`src/rtl/uncache_data_bridge_pkg.sv`:
```
// uncache_data_bridge_pkg
//   Shared types and constants for the uncached data bridge.
//   Holds the bridge FSM state encoding, the fixed single-beat AXI burst
//   fields, and the packed record used to hold an accepted request.
package uncache_data_bridge_pkg;

  // Bridge FSM states
  typedef enum logic [2:0] {
    IDLE,
    RD_ADDR,
    RD_DATA,
    WR,
    WR_RESP,
    DONE
  } state_t;

  // Every transaction is a single INCR beat
  localparam logic [1:0] BURST_INCR = 2'b01;
  localparam logic [7:0] LEN_SINGLE = 8'd0;

  // Request fields captured on acceptance and held until completion
  typedef struct packed {
    logic        wr;
    logic [1:0]  size;
    logic [31:0] addr;
    logic [31:0] wdata;
    logic [3:0]  wstrb;
  } req_t;

endpackage

```
`src/rtl/uncache_data_bridge.sv`:
```
// uncache_data_bridge
//   Turns one uncached (kseg1) data access from the memory stage into a
//   single-beat AXI4 read or write, stalling the pipeline until it finishes.
//
// Ports:
//   clk, resetn              core clock, asynchronous active-low reset
//   req/wr/size/addr/        request side: accepted with addr_ok, finished
//   wdata/wstrb              with a one-cycle data_ok pulse; rdata holds
//   addr_ok/data_ok/rdata    the raw 32-bit load word; stall holds the
//   stall                    pipeline while the access is outstanding
//   ar*/r*                   AXI read address / read data channels
//   aw*/w*/b*                AXI write address / write data / response
module uncache_data_bridge
  import uncache_data_bridge_pkg::*;
#(
  parameter int              ID_W   = 4,
  parameter logic [ID_W-1:0] AXI_ID = ID_W'(1)
) (
  input  logic            clk,
  input  logic            resetn,
  input  logic            req,
  input  logic            wr,
  input  logic [1:0]      size,
  input  logic [31:0]     addr,
  input  logic [31:0]     wdata,
  input  logic [3:0]      wstrb,
  output logic            addr_ok,
  output logic            data_ok,
  output logic [31:0]     rdata,
  output logic            stall,
  output logic [ID_W-1:0] arid,
  output logic [31:0]     araddr,
  output logic [7:0]      arlen,
  output logic [2:0]      arsize,
  output logic [1:0]      arburst,
  output logic            arvalid,
  input  logic            arready,
  input  logic [ID_W-1:0] rid,
  input  logic [31:0]     rdata_m,
  input  logic [1:0]      rresp,
  input  logic            rlast,
  input  logic            rvalid,
  output logic            rready,
  output logic [ID_W-1:0] awid,
  output logic [31:0]     awaddr,
  output logic [7:0]      awlen,
  output logic [2:0]      awsize,
  output logic [1:0]      awburst,
  output logic            awvalid,
  input  logic            awready,
  output logic [31:0]     wdata_m,
  output logic [3:0]      wstrb_m,
  output logic            wlast,
  output logic            wvalid,
  input  logic            wready,
  input  logic [1:0]      bresp,
  input  logic            bvalid,
  output logic            bready
);

  state_t state, state_nxt;
  req_t   lat;
  logic   aw_done, w_done;
  logic   aw_fin, w_fin;

  // Response codes and ids are deliberately ignored; the stored wr bit is
  // only informative since the state already encodes direction.
  logic unused_ok;
  assign unused_ok = ^{rid, rresp, bresp, lat.wr};

  // A write channel counts as finished once its flag is set or it is
  // handshaking right now, so same-cycle AW/W completion is covered.
  assign aw_fin = aw_done | (awvalid & awready);
  assign w_fin  = w_done  | (wvalid  & wready);

  // State register
  always_ff @(posedge clk or negedge resetn) begin
    if (!resetn) state <= IDLE;
    else         state <= state_nxt;
  end

  // Next-state logic
  always_comb begin
    state_nxt = state;
    unique case (state)
      IDLE:    if (req)             state_nxt = wr ? WR : RD_ADDR;
      RD_ADDR: if (arready)         state_nxt = RD_DATA;
      RD_DATA: if (rvalid && rlast) state_nxt = DONE;
      WR:      if (aw_fin && w_fin) state_nxt = WR_RESP;
      WR_RESP: if (bvalid)          state_nxt = DONE;
      DONE:                         state_nxt = IDLE;
      default:                      state_nxt = IDLE;
    endcase
  end

  // Handshake outputs decoded from the state. addr_ok and stall follow req
  // combinationally, so they are gated by resetn to stay low during reset.
  always_comb begin
    addr_ok = 1'b0;
    arvalid = 1'b0;
    rready  = 1'b0;
    awvalid = 1'b0;
    wvalid  = 1'b0;
    bready  = 1'b0;
    data_ok = 1'b0;
    unique case (state)
      IDLE:    addr_ok = req & resetn;
      RD_ADDR: arvalid = 1'b1;
      RD_DATA: rready  = 1'b1;
      WR: begin
        awvalid = ~aw_done;
        wvalid  = ~w_done;
      end
      WR_RESP: bready  = 1'b1;
      DONE:    data_ok = 1'b1;
      default: ;
    endcase
    stall = req & ~data_ok & resetn;
  end

  // Request latch: only loaded on acceptance, so fields stay frozen for
  // the whole transaction and the AXI payload is stable under backpressure.
  always_ff @(posedge clk or negedge resetn) begin
    if (!resetn) begin
      lat <= '0;
    end else if (state == IDLE && req) begin
      lat <= '{wr: wr, size: size, addr: addr, wdata: wdata, wstrb: wstrb};
    end
  end

  // AW/W completion flags, cleared while idle so each store starts fresh
  always_ff @(posedge clk or negedge resetn) begin
    if (!resetn) begin
      aw_done <= 1'b0;
      w_done  <= 1'b0;
    end else if (state == IDLE) begin
      aw_done <= 1'b0;
      w_done  <= 1'b0;
    end else if (state == WR) begin
      if (awvalid && awready) aw_done <= 1'b1;
      if (wvalid && wready)   w_done  <= 1'b1;
    end
  end

  // Load data capture; the value is held after the data_ok pulse
  always_ff @(posedge clk or negedge resetn) begin
    if (!resetn) begin
      rdata <= '0;
    end else if (state == RD_DATA && rvalid && rlast) begin
      rdata <= rdata_m;
    end
  end

  assign arid    = AXI_ID;
  assign araddr  = lat.addr;
  assign arlen   = LEN_SINGLE;
  assign arsize  = {1'b0, lat.size};
  assign arburst = BURST_INCR;

  assign awid    = AXI_ID;
  assign awaddr  = lat.addr;
  assign awlen   = LEN_SINGLE;
  assign awsize  = {1'b0, lat.size};
  assign awburst = BURST_INCR;

  assign wdata_m = lat.wdata;
  assign wstrb_m = lat.wstrb;
  assign wlast   = 1'b1;

endmodule

```
`config.mk`:
```
export PLATFORM = sky130hd
export DESIGN_NAME = uncache_data_bridge
export DESIGN_NICKNAME = d
export VERILOG_FILES = /design/src/rtl/uncache_data_bridge_pkg.sv /design/src/rtl/uncache_data_bridge.sv
export SDC_FILE = /design/constraint.sdc
export NUM_CORES = 1
export LEC_CHECK = 0
export BUFFER_PORTS_ARGS = -buffer_cell sky130_fd_sc_hd__buf_2
export CAP_MARGIN = 20
export CORE_MARGIN = 3
export CORE_UTILIZATION = 40
export CTS_BUF_LIST = sky130_fd_sc_hd__clkbuf_2
export CTS_CLUSTER_DIAMETER = 50
export DETAILED_ROUTE_END_ITERATION = 8
export GPL_TIMING_DRIVEN = 1
export PLACE_DENSITY = 0.81
export SLEW_MARGIN = 20
export SYNTH_ARGS = -nofsm -noshare
export SYNTH_HDL_FRONTEND = slang
export SYNTH_SLANG_ARGS = --single-unit
```
`constraint.sdc`:
```
create_clock -name clk -period 1.7 [get_ports clk]
set_input_delay 0.085 -clock clk [delete_from_list [all_inputs] [get_ports clk]]
set_output_delay 0.085 -clock clk [all_outputs]
set_load 0.01 [all_outputs]
```
Yosys cells after proc, flatten, opt, wreduce, memory -nomap -nowiden:

Index checks and enable logic that the tools add are counted.
W data, S select, Z words.

* logic and storage cells: 62
* output and inout bits: 175
* input port bits: 120
* register bits after elaboration: 107

* bitwise logic cells: 10
* mux-type cells: 20
* equality and inequality tests: 10
* reduce and logical (&&, ||, !) cells: 14

Operators with widths (count)
* $mux W3: 5
* $pmux W3 S5: 1
* $mux W1: 13
* $ne A2 B2 Y1 const B: 5
* $logic_and A1 B1 Y1: 7
* $eq A3 B2 Y1 const B: 2
* $eq A3 B3 Y1 const B: 2
* $reduce_bool A2 Y1: 3
* $and A1 B1 Y1: 5
* $reduce_and A5 Y1: 1
* $reduce_and A2 Y1: 2
* $eq A3 B1 Y1 const B: 1
* $logic_not A3 Y1: 1
* $not A1 Y1: 3
* $mux W2: 1
* $or A1 B1 Y1: 2

Logic depth before layout (Yosys ltp):

Gate-level depths: netlist of the first run.

* depth after elaboration: 7
* depth in mapped cells: 6

Least setup slack after synthesis of the first run:

Ideal clock, no wire load.

* path kind: flip-flop to flip-flop
* start: register state[2]
* end: register rdata[10]
* slack: -126 ps
* setup time: 125 ps
* stages on the path, launching flop included: 7
* arrival: 1701 ps
* period minus slack after synthesis: 1826 ps
* path buffers: 3
* cells stage by stage: dfrtp_1 buf_2 nor3b_1 and3_1 buf_4 buf_4 mux2_2

* cells in the longest elaborated chain, start to end: 3

Ends and longest elaborated chain
* from (decl): line uncache_data_bridge.sv:61 `state_t state, state_nxt;`
* from (signal assigned): line uncache_data_bridge.sv:79 `else state <= state_nxt;`
* $eq A3 B2 Y1: line uncache_data_bridge.sv:149 `end else if (state == RD_DATA && rvalid && rlast) begin`
* $logic_and A1 B1 Y1 (2 in series): line uncache_data_bridge.sv:149
* to (signal assigned): line uncache_data_bridge.sv:150 `rdata <= rdata_m;`
* to (decl): line uncache_data_bridge.sv:29 `output logic [31:0] rdata,`

Every way passes these cells.
A chain may end at the register's enable or synchronous reset.

Final worst setup path of the first run:

* start: register state[2]
* end: output port addr_ok

* cells in the longest elaborated chain, start to end: 2

Ends and longest elaborated chain
* $logic_not A3 Y1: line uncache_data_bridge.sv:106 `unique case (state)`
* $mux W1: line uncache_data_bridge.sv:106
* to (decl): line uncache_data_bridge.sv:27 `output logic addr_ok,`

Every way passes these cells.

==> results of run 1 <==
cell families (layout without fill, tap and decap cells):
family          Yosys count  count (layout)  synth area share, %
flops                   107             107                 57.3
compound gates           13              13                 1.77
buf+inv                  80             411                 13.4
other cells               2              31                0.161
mux                     103             103                 24.8
simple gates             19              19                 2.60
area by class of cell:
cell class,instances,area share [%]
sequential,107,36.6
inverter,1,0.120
clock buffer,9,0.615
clock inverter,7,1.38
tap,140,2.39
multi-input combinational,166,20.7
timing repair buffer,394,38.1
state kept, by name, indices dropped and copies added (netlist names):
name	cells
arsize	2
rdata	32
w_done	1
wdata_m	32
araddr	32
state	3
aw_done	1
wstrb_m	4
per-stage QoR:
| stage | cell area [sq um] | hold slack (ns) |
|---|---|---|
| 2_1_floorplan | 4790 | -0.211 |
| 3_3_place_gp | 5810 | -0.0564 |
| 3_5_place_dp | 5810 | -0.0560 |
| 4_1_cts | 7180 | 0.135 |
| 5_1_grt | 7320 | 0.124 |
| 6_report | 7320 | 0.206 |
worst paths after layout:
path | startpoint | cells after the start | slack (ns) | to
worst max-delay path | state[2]$_DFFE_PN0P_ | 5 | -0.25 | addr_ok
worst min-delay path | addr[1] | 3 | 0.21 | araddr[1]$_DFFE_PN0P_
worst max register to register | state[2]$_DFFE_PN0P_ | 6 | -0.09 | wdata_m[11]$_DFFE_PN0P_
worst min register to register | wdata_m[18]$_DFFE_PN0P_ | 1 | 0.52 | wdata_m[18]$_DFFE_PN0P_
max in group asynchronous | resetn | 4 | 0.28 | rdata[19]$_DFFE_PN0P_
min in group asynchronous | resetn | 4 | 0.55 | wdata_m[3]$_DFFE_PN0P_
worst register-to-register path: stages (launching register included):
cell and delay (ns):
dfrtp_2 0.50, nor4b_4 0.33, buf_12 0.14, buf_4 0.11
buf_12 0.14, clkbuf_16 0.18, mux2_2 0.33
power by group:
part	leakage (nW)	internal [mW]	total, mW	switching, mW
Sequential	1.27	3.83	4.61	0.779
Combinational	2.28	3.34	6.10	2.77
Clock	0.0723	0.492	1.36	0.865
synthesized netlist by cell type:
cell type	instances	area share, %
dfrtp_1	107	57
mux2_2	96	23
buf_4	68	11
buf_6	9	2.2
mux2_1	6	1.4
a21oi_1	4	0.43
nand2_1	4	0.32
o21ai_0	4	0.43
nor2_1	3	0.24
a21o_1	2	0.32
and2_1	2	0.27
and3_1	2	0.27
conb_1	2	0.16
nand3b_1	2	0.32
nor3b_1	2	0.32
o221ai_1	2	0.38
a311o_1	1	0.21
buf_2	1	0.11
clkbuf_1	1	0.080
inv_1	1	0.080
mux2i_1	1	0.21
nand3_1	1	0.11
nor2b_1	1	0.13
nor3_1	1	0.11
nor4b_4	1	0.51
routing by layer:
| layer | vias up | share of wire (%) | track usage, % |
|---|---|---|---|
| met1 | 1802 | 34 | 19.3 |
| met5 | - | 0 | 0 |
| li1 | 1723 | - | - |
| met2 | 181 | 55 | 36.8 |
| met4 | 0 | 3.8 | 10.4 |
| met3 | 38 | 7.1 | 4.76 |
repair_timing:
action                                  in CTS  in global routing
setup buffers                                6                  3
gates cloned                                 0                  3
resized for setup                           15                 14
pin swaps                                    1                  2
endpoints found under the hold margin      214                  0
endpoints found under the setup margin       7                103
hold buffers                               113                  0
==> results.tsv, run 1 <==
stage	metric	value	unit
timing	minimum clock period	1.95	ns
floorplan	core footprint	11100	sq um
floorplan	boundary pin count	295	
outcome	status	complete, but fails checks	
clock_tree	CTS Sinks	107	
clock_tree	Max clock buf depth	2	
worst_setup_path	critical path fanouts, max	3	
worst_setup_path	CP Launch Type	register	
timing	Pins Over Slew Limit	0	
worst_setup_path	delay-heaviest family, CP	flip-flops	
layout	Non-Filler Instances	824	
layout	register area	2680	sq um
timing	clk_skew	0.0462	ns
layout	layout cell share with drive strength beyond 1	59.2	%
synth	Distinct cells, synth	25	
power	worst vdd ir	1150	uV
outcome	failing checks	setup timing	
clock_tree	CTS buffer count	9	
power	leakage power	3.62	nW
detailed_routing	Vias	3744	
detailed_routing	DR iter-0 viols	185	
worst_setup_path	CP max stage delay	0.50	ns
floorplan	die span in y	114	um
layout	final core occ	65.8	%
worst_setup_path	critical path's slowest cell	dfrtp_2	
detailed_routing	WL/cell	15.9	um
global_route	vias in the first global route	4039	
global_route	largest net degree at the start of global routing	55	
layout	Final #Nets	799	
power	PwrDens	1650	nW/um^2
timing	final setup margin	-0.246	ns
placement	hpwl dp	8310	um
layout	area of the multi-input gates	1520	sq um
worst_setup_path	cell mode on critical path	buf_12	
synth	Cells after Synth	324	
worst_setup_path	Worst Setup End Kind	output port	
layout	Filler cells	768	
clock_tree	CTS H-tree depth	3	
timing	ratio of final minimum period to clock period	114	%
worst_setup_path	WP data required	1.62	ns
worst_setup_path	Worst Path Buf+Inv	3	
layout	commonest non-fill, non-tap cell in the layout	buf_2	
clock_tree	clock root buffer	clkbuf_2	
worst_setup_path	Critical Path AT	1.86	ns
detailed_routing	vias per std cell	4.54	
timing	setup TNS	-3.43	ns
floorplan	Rows	38	
placement	Setup WS pre-CTS	0.0627	ns
global_route	GRT overflow	0	
detailed_routing	final WL	13100	um
synth	Yosys Warn Count	0	
timing	final setup fails	64	
detailed_routing	DR DRC count	0	
global_route	first-pass GRT wire length	19600	um
clock_tree	Clock Latency Late Sink	0.62	ns
synth	number of synthesized register bits	107	
layout	Layout area overhead	56.7	%
placement	dpl cells	684	
timing	RSZ-0062 raised after global routing	yes	
placement	port bufs	255	
floorplan	die width	114	um
power	overall power	12.1	mW
synth	register area share after synthesis	57.3	%
detailed_routing	Detailed Routing Iterations Pass 1	4	
timing	Final Hold Vio Count	0	
layout	n_diodes	0	
floorplan	initial core utilization	42.0	%
global_route	Total Routing Usage GR	19.4	%
hold_path	HP Class	input pin to register	
timing	Max Clock Freq	0.514	GHz
worst_setup_path	cells along the critical path	nor4b_4, buf_12, buf_12, and2_4, buf_6	
run	maxcap violations	0	
clock_tree	CTS tree	built	
clock_tree	Clock transition at path regs	0.31	ns
worst_setup_path	Crit Path Class	register to output port	
synth	Mean Syn Cell Area	14.4	sq um
global_route	antenna violations before repair	0	
detailed_routing	post-route ant nets	0	
floorplan	Die Area	13000	sq um
layout	most frequent cells in the layout	buf_2 (251), dlygate4sd3_1 (113), dfrtp_1 (104)	
synth	Mapped Area	4670	sq um
timing	Worst Tran Pin Value	0.553	ns
timing	Max transition margin	63.1	%
placement	GP Congestion	0.848	
Note: power is estimated with default switching activity, not from simulation.
==> run 2: changes to the inputs <==
--- a/config.mk
+++ b/config.mk
@@ -14,6 +14,7 @@
 export DETAILED_ROUTE_END_ITERATION = 8
 export GPL_TIMING_DRIVEN = 1
 export PLACE_DENSITY = 0.81
+export SETUP_SLACK_MARGIN = 0.05
 export SLEW_MARGIN = 20
 export SYNTH_ARGS = -nofsm -noshare
 export SYNTH_HDL_FRONTEND = slang
==> constraint.sdc (replaced) <==
create_clock -name clk -period 1.6 [get_ports clk]
set_input_delay 0.08 -clock clk [delete_from_list [all_inputs] [get_ports clk]]
set_output_delay 0.08 -clock clk [all_outputs]
set_load 0.01 [all_outputs]
==> results.tsv, run 2 (synthesis gave the netlist of run 1 again) <==
stage	metric	value	unit	change
detailed_routing	WL/cell	19.8	um	+24%
worst_setup_path	critical path fanouts, max	2		-1
detailed_routing	final WL	16600	um	+27%
worst_setup_path	worst r2r src	state[2]$_DFFE_PN0P_		
power	leakage power	4.10	nW	+13%
worst_setup_path	CP Capture Point	addr_ok		
worst_setup_path	Crit Path Class	register to output port		
detailed_routing	DR iter-0 viols	281		+52%
clock_tree	Max clock buf depth	2		unchanged
worst_setup_path	CP Launch Type	register		
layout	Layout area overhead	70.4	%	
clock_tree	CTS buffer count	9		unchanged
placement	port bufs	255		unchanged
worst_setup_path	WP data required	1.52	ns	-0.10 ns
floorplan	core footprint	11100	sq um	unchanged
worst_setup_path	Worst setup startpoint	state[0]$_DFFE_PN0P_		
detailed_routing	Detailed Routing Iterations Pass 1	5		+1
global_route	GRT overflow	0		unchanged
detailed_routing	Vias	4045		+8.0%
floorplan	die width	114	um	unchanged
timing	final setup fails	110		+72%
layout	most frequent cells in the layout	buf_2 (251), dlygate4sd3_1 (114), dfrtp_1 (106)		
floorplan	Die Area	13000	sq um	unchanged
run	maxcap violations	0		unchanged
worst_setup_path	R2R Path End	rdata[13]$_DFFE_PN0P_		
global_route	antenna violations before repair	0		unchanged
global_route	Top Usage Layer GRT	met2		
global_route	vias in the first global route	4390		+8.7%
floorplan	boundary pin count	295		unchanged
layout	Design Area, Final	7960	sq um	+8.8%
floorplan	Rows	38		unchanged
timing	Max Clock Freq	0.515	GHz	
clock_tree	CTS Sinks	107		unchanged
timing	minimum clock period	1.94	ns	
floorplan	initial core utilization	42.0	%	unchanged
worst_setup_path	Worst Setup End Kind	output port		
global_route	largest net degree at the start of global routing	55		unchanged
clock_tree	CTS H-tree depth	3		unchanged
clock_tree	Clock transition at path regs	0.28	ns	-0.03 ns
timing	final setup margin	-0.342	ns	-0.0963 ns
timing	ratio of final minimum period to clock period	121	%	
global_route	M2 GR Usage	42.1	%	+5.3 points
detailed_routing	DR DRC count	0		unchanged
timing	setup TNS	-14.59	ns	-11.17 ns
worst_setup_path	FF-to-FF setup slack	-0.32	ns	-0.23 ns
worst_setup_path	cells on worst reg2reg path	7		+1
global_route	met3 global-route usage	6.08	%	+1.3 points
power	PwrDens	1850	nW/um^2	+12%
timing	Worst Tran Pin Value	0.505	ns	-0.0481 ns
detailed_routing	vias per std cell	4.82		+6.0%
timing	RSZ-0062 raised after global routing	yes		
outcome	status	complete, but fails checks		
timing	clk_skew	0.0202	ns	-0.0260 ns
placement	Area after DPL	5790	sq um	-0.30%
layout	Final #Nets	815		+2.0%
timing	Pins Over Slew Limit	0		unchanged
global_route	M1 GR Usage	22.7	%	+3.5 points
timing	Max transition margin	66.2	%	+3.1 points
timing	Final Hold Vio Count	0		unchanged
placement	hpwl dp	8670	um	+4.4%
layout	layout cell share with drive strength beyond 1	60.8	%	+1.6 points
global_route	first-pass GRT wire length	22700	um	+16%
floorplan	die span in y	114	um	unchanged
global_route	Total Routing Usage GR	22.8	%	+3.3 points
worst_setup_path	Critical Path AT	1.86	ns	about the same
outcome	failing checks	setup timing		
hold_path	HP Class	input pin to register		
layout	Filler cells	729		-5.1%
power	worst vdd ir	1150	uV	+0.31%
detailed_routing	post-route ant nets	0		unchanged
clock_tree	Clock Latency Late Sink	0.59	ns	-0.03 ns
placement	GP Congestion	0.773		-8.8%
layout	commonest non-fill, non-tap cell in the layout	buf_2		
clock_tree	clock root buffer	clkbuf_2		
clock_tree	CTS tree	built		
run 2: routing by layer:
metal	vias to the layer above	routed length, um	share of wire (%)
met1	2007	5740	35
li1	1751	-	-
met3	56	1130	6.8
met5	-	0	0
met2	231	9000	54
met4	0	736	4.4
run 2: worst max-delay path: stages, from the launching register on:
cell and delay [ns]:
dfrtp_1 0.45, buf_6 0.12, nor4b_4 0.25, buf_6 0.15
buf_12 0.09, and2_4 0.13, buf_6 0.10
run 2: how the worst min path moves through the flow:
stage / depth (start not counted) / slack, ns / end / from
after floorplan: 0 / -0.22 / araddr[0]$_DFFE_PN0P_ / resetn
after global placement: 1 / -0.03 / rdata[2]$_DFFE_PN0P_ / resetn
after detailed placement: 1 / -0.03 / rdata[2]$_DFFE_PN0P_ / resetn
after CTS: 3 / 0.15 / wdata_m[9]$_DFFE_PN0P_ / wdata[9]
after global routing: 3 / 0.15 / wdata_m[17]$_DFFE_PN0P_ / wdata[17]
final: 3 / 0.22 / wdata_m[9]$_DFFE_PN0P_ / wdata[9]
run 2: final cells by class:
class / instances / area, sq um / area share (%)
diodes: 1 / 2.50 / 0.0314
clock buffers: 9 / 45.0 / 0.566
clock inverters: 6 / 81.3 / 1.02
inverters: 1 / 6.26 / 0.0786
multi-input cells: 166 / 1920 / 24.1
flip-flops and latches: 107 / 2680 / 33.6
well taps: 140 / 175 / 2.20
repair buffers: 410 / 3050 / 38.3
run 2: metrics by stage:
stage / std cells / util, % / total power, mW / hold slack (ns) / setup slack (ns)
2_1_floorplan: 353 / - / 8.74 / -0.216 / -0.104
3_3_place_gp: 685 / 52.0 / 10.4 / -0.0329 / -0.0329
3_5_place_dp: 685 / 52.0 / 10.7 / -0.0331 / -0.0886
4_1_cts: 829 / 67.3 / 13.3 / 0.145 / -0.396
5_1_grt: 839 / 71.5 / 15.5 / 0.149 / -0.459
6_report: 840 / 71.6 / 14.7 / 0.225 / -0.342
run 2: what timing repair did:
item / 4_1_cts / 5_1_grt
setup buffers: 12 / 7
hold endpoints to repair: 214 / 0
gates cloned: 3 / 5
setup endpoints to repair: 110 / 111
gates resized for setup: 71 / 85
hold buffers: 114 / 0
pin swaps: 1 / 8
run 2: power breakdown:
group | switching (mW) | leakage [nW] | internal, mW
combinational | 3.48 | 2.74 | 4.81
clock | 0.885 | 0.0768 | 0.499
sequential | 0.959 | 1.27 | 4.07
==> run 3: changes to the inputs <==
--- a/config.mk
+++ b/config.mk
@@ -7,13 +7,13 @@
 export LEC_CHECK = 0
 export BUFFER_PORTS_ARGS = -buffer_cell sky130_fd_sc_hd__buf_2
 export CAP_MARGIN = 20
-export CORE_MARGIN = 3
-export CORE_UTILIZATION = 40
+export CORE_AREA = 2 2 115 117
 export CTS_BUF_LIST = sky130_fd_sc_hd__clkbuf_2
 export CTS_CLUSTER_DIAMETER = 50
 export DETAILED_ROUTE_END_ITERATION = 8
+export DIE_AREA = 0 0 117 119
 export GPL_TIMING_DRIVEN = 1
-export PLACE_DENSITY = 0.81
+export PLACE_DENSITY = 0.76
 export SETUP_SLACK_MARGIN = 0.05
 export SLEW_MARGIN = 20
 export SYNTH_ARGS = -nofsm -noshare
==> results.tsv, run 3 (synthesis gave the netlist of run 1 again) <==
stage	metric	value	unit	change
outcome	status	complete, but fails checks		
outcome	failing checks	hold timing, setup timing		
floorplan	Die Area	13900	sq um	+7.0%
detailed_routing	post-route ant nets	0		unchanged
timing	WHS	-0.0134	ns	-0.238 ns
worst_setup_path	critical path fanouts, max	2		unchanged
layout	most frequent cells in the layout	buf_2 (250), dlygate4sd3_1 (111), dfrtp_1 (106)		
placement	port bufs	255		unchanged
layout	commonest non-fill, non-tap cell in the layout	buf_2		
worst_setup_path	WP data required	1.52	ns	about the same
clock_tree	CTS buffer count	9		unchanged
worst_setup_path	Worst Setup End Kind	output port		
timing	RSZ-0062 raised after global routing	yes		
layout	Filler cells	943		+29%
global_route	largest net degree at the start of global routing	71		+29%
layout	Layout area overhead	73.3	%	
timing	ratio of final minimum period to clock period	121	%	-0.85 points
floorplan	boundary pin count	295		unchanged
floorplan	initial core utilization	36.3	%	-5.7 points
clock_tree	Clock Latency Late Sink	0.63	ns	+0.04 ns
layout	layout cell share with drive strength beyond 1	61.4	%	+0.56 points
placement	hpwl dp	7960	um	-8.1%
timing	Pins Over Slew Limit	0		unchanged
global_route	GRT overflow	0		unchanged
power	leakage power	4.13	nW	+0.83%
detailed_routing	final WL	15700	um	-5.7%
placement	Area after DPL	5810	sq um	+0.30%
global_route	Total Routing Usage GR	21.4	%	-1.3 points
clock_tree	Max clock buf depth	2		unchanged
timing	clk_skew	0.0289	ns	+0.00868 ns
timing	final setup margin	-0.329	ns	+0.0136 ns
timing	Final Hold Vio Count	1		+1
timing	Max Clock Freq	0.518	GHz	+0.70%
floorplan	die width	117	um	+2.6%
power	PwrDens	1840	nW/um^2	-0.58%
global_route	vias in the first global route	4355		-0.80%
clock_tree	CTS tree	built		
detailed_routing	Vias	3957		-2.2%
floorplan	die span in y	119	um	+4.3%
timing	setup TNS	-18.88	ns	-4.29 ns
worst_setup_path	Critical Path AT	1.85	ns	about the same
global_route	first-pass GRT wire length	22500	um	-0.97%
floorplan	core footprint	12900	sq um	+16%
detailed_routing	WL/cell	17.8	um	-10%
clock_tree	cts hold-fix bufs	111		-2.6%
floorplan	Rows	42		+11%
run	maxcap violations	0		unchanged
detailed_routing	DR iter-0 viols	217		-23%
clock_tree	CTS H-tree depth	3		unchanged
layout	n_diodes	0		-1
worst_setup_path	Crit Path Class	register to output port		
worst_setup_path	CP Launch Type	register		
timing	final setup fails	110		unchanged
power	worst vdd ir	896	uV	-22%
global_route	antenna violations before repair	0		unchanged
clock_tree	Clock transition at path regs	0.31	ns	+0.03 ns
layout	Design Area, Final	8100	sq um	+1.7%
clock_tree	CTS Sinks	107		unchanged
detailed_routing	Detailed Routing Iterations Pass 1	4		-1
clock_tree	clock root buffer	clkbuf_2		
hold_path	HP Class	input pin to asynchronous set/reset pin		
detailed_routing	vias per std cell	4.50		-6.6%
layout	Final #Nets	819		+0.49%
timing	minimum clock period	1.93	ns	-0.0136 ns
placement	GP Congestion	0.767		-0.75%
detailed_routing	DR DRC count	0		unchanged
-- run 3: changes by cell type in the layout (fill, tap and decap cells not counted), moves of 2 or more --
cell and change:
buf_12 +4, buf_16 +6, buf_4 +6, clkbuf_16 -4
dlygate4sd3_1 -3, clkinvlp_4 +2, buf_6 -4
-- run 3: power by group --
group	switching, mW	internal (mW)	total (mW)	leakage (nW)
clock network	0.933	0.366	1.30	0.0658
logic	3.46	5.08	8.54	2.79
registers	0.953	4.07	5.02	1.28
total	5.35	9.51	14.9	4.13
-- run 3: area by class of cell --
type / instances / area [sq um] / share of cell area [%]
clock inverters: 6 / 66.3 / 0.819
inverters: 1 / 6.26 / 0.0773
flip-flops and latches: 107 / 2680 / 33.1
clock buffers: 10 / 50.0 / 0.618
well taps: 176 / 220 / 2.72
repair buffers: 414 / 3160 / 39.1
multi-input cells: 166 / 1910 / 23.6
-- run 3: worst max-delay path, stage by stage (launching register included) --
cell and delay (ns):
dfrtp_1 0.48, nor4b_4 0.39, buf_12 0.15, and2_4 0.13
buf_6 0.10
-- run 3: stage by stage --
| step | util [%] | power, mW | cells | setup slack, ns |
|---|---|---|---|---|
| detailed placement | 45.1 | 10.6 | 719 | -0.106 |
| global route | 62.9 | 15.7 | 880 | -0.460 |
| CTS | 61.6 | 14.2 | 880 | -0.370 |
| global placement | 45.1 | 10.4 | 719 | -0.0349 |
| floorplan | - | 8.74 | 353 | -0.104 |
| finish | 62.9 | 14.9 | 880 | -0.329 |
-- run 3: per-layer routing --
layer | track usage, % | vias up | part of all wire [%]
met3 | 4.12 | 25 | 5.1
met2 | 40.4 | 180 | 55
met4 | 9.12 | 0 | 2.1
li1 | - | 1775 | -
met5 | 0 | - | 0
met1 | 22.6 | 1977 | 37
-- run 3: timing repair --
action	CTS	global route
pin swaps	4	6
cloned	12	1
hold endpoints to repair	214	46
resized for setup	103	61
setup buffers	22	5
endpoints found under the setup margin	108	111
-- run 3: path summary, 6_finish.rpt --
path | from | endpoint | slack, ns | depth (start not counted)
max | state[2]$_DFFE_PN0P_ | addr_ok | -0.33 | 4
min | resetn | w_done$_DFFE_PN0P_ | -0.01 | 3
max reg2reg | state[2]$_DFFE_PN0P_ | wdata_m[20]$_DFFE_PN0P_ | -0.22 | 6
min reg2reg | wdata_m[12]$_DFFE_PN0P_ | wdata_m[12]$_DFFE_PN0P_ | 0.55 | 1
max in group asynchronous | resetn | araddr[21]$_DFFE_PN0P_ | 1.17 | 3
min in group clk | addr[7] | araddr[7]$_DFFE_PN0P_ | 0.18 | 3
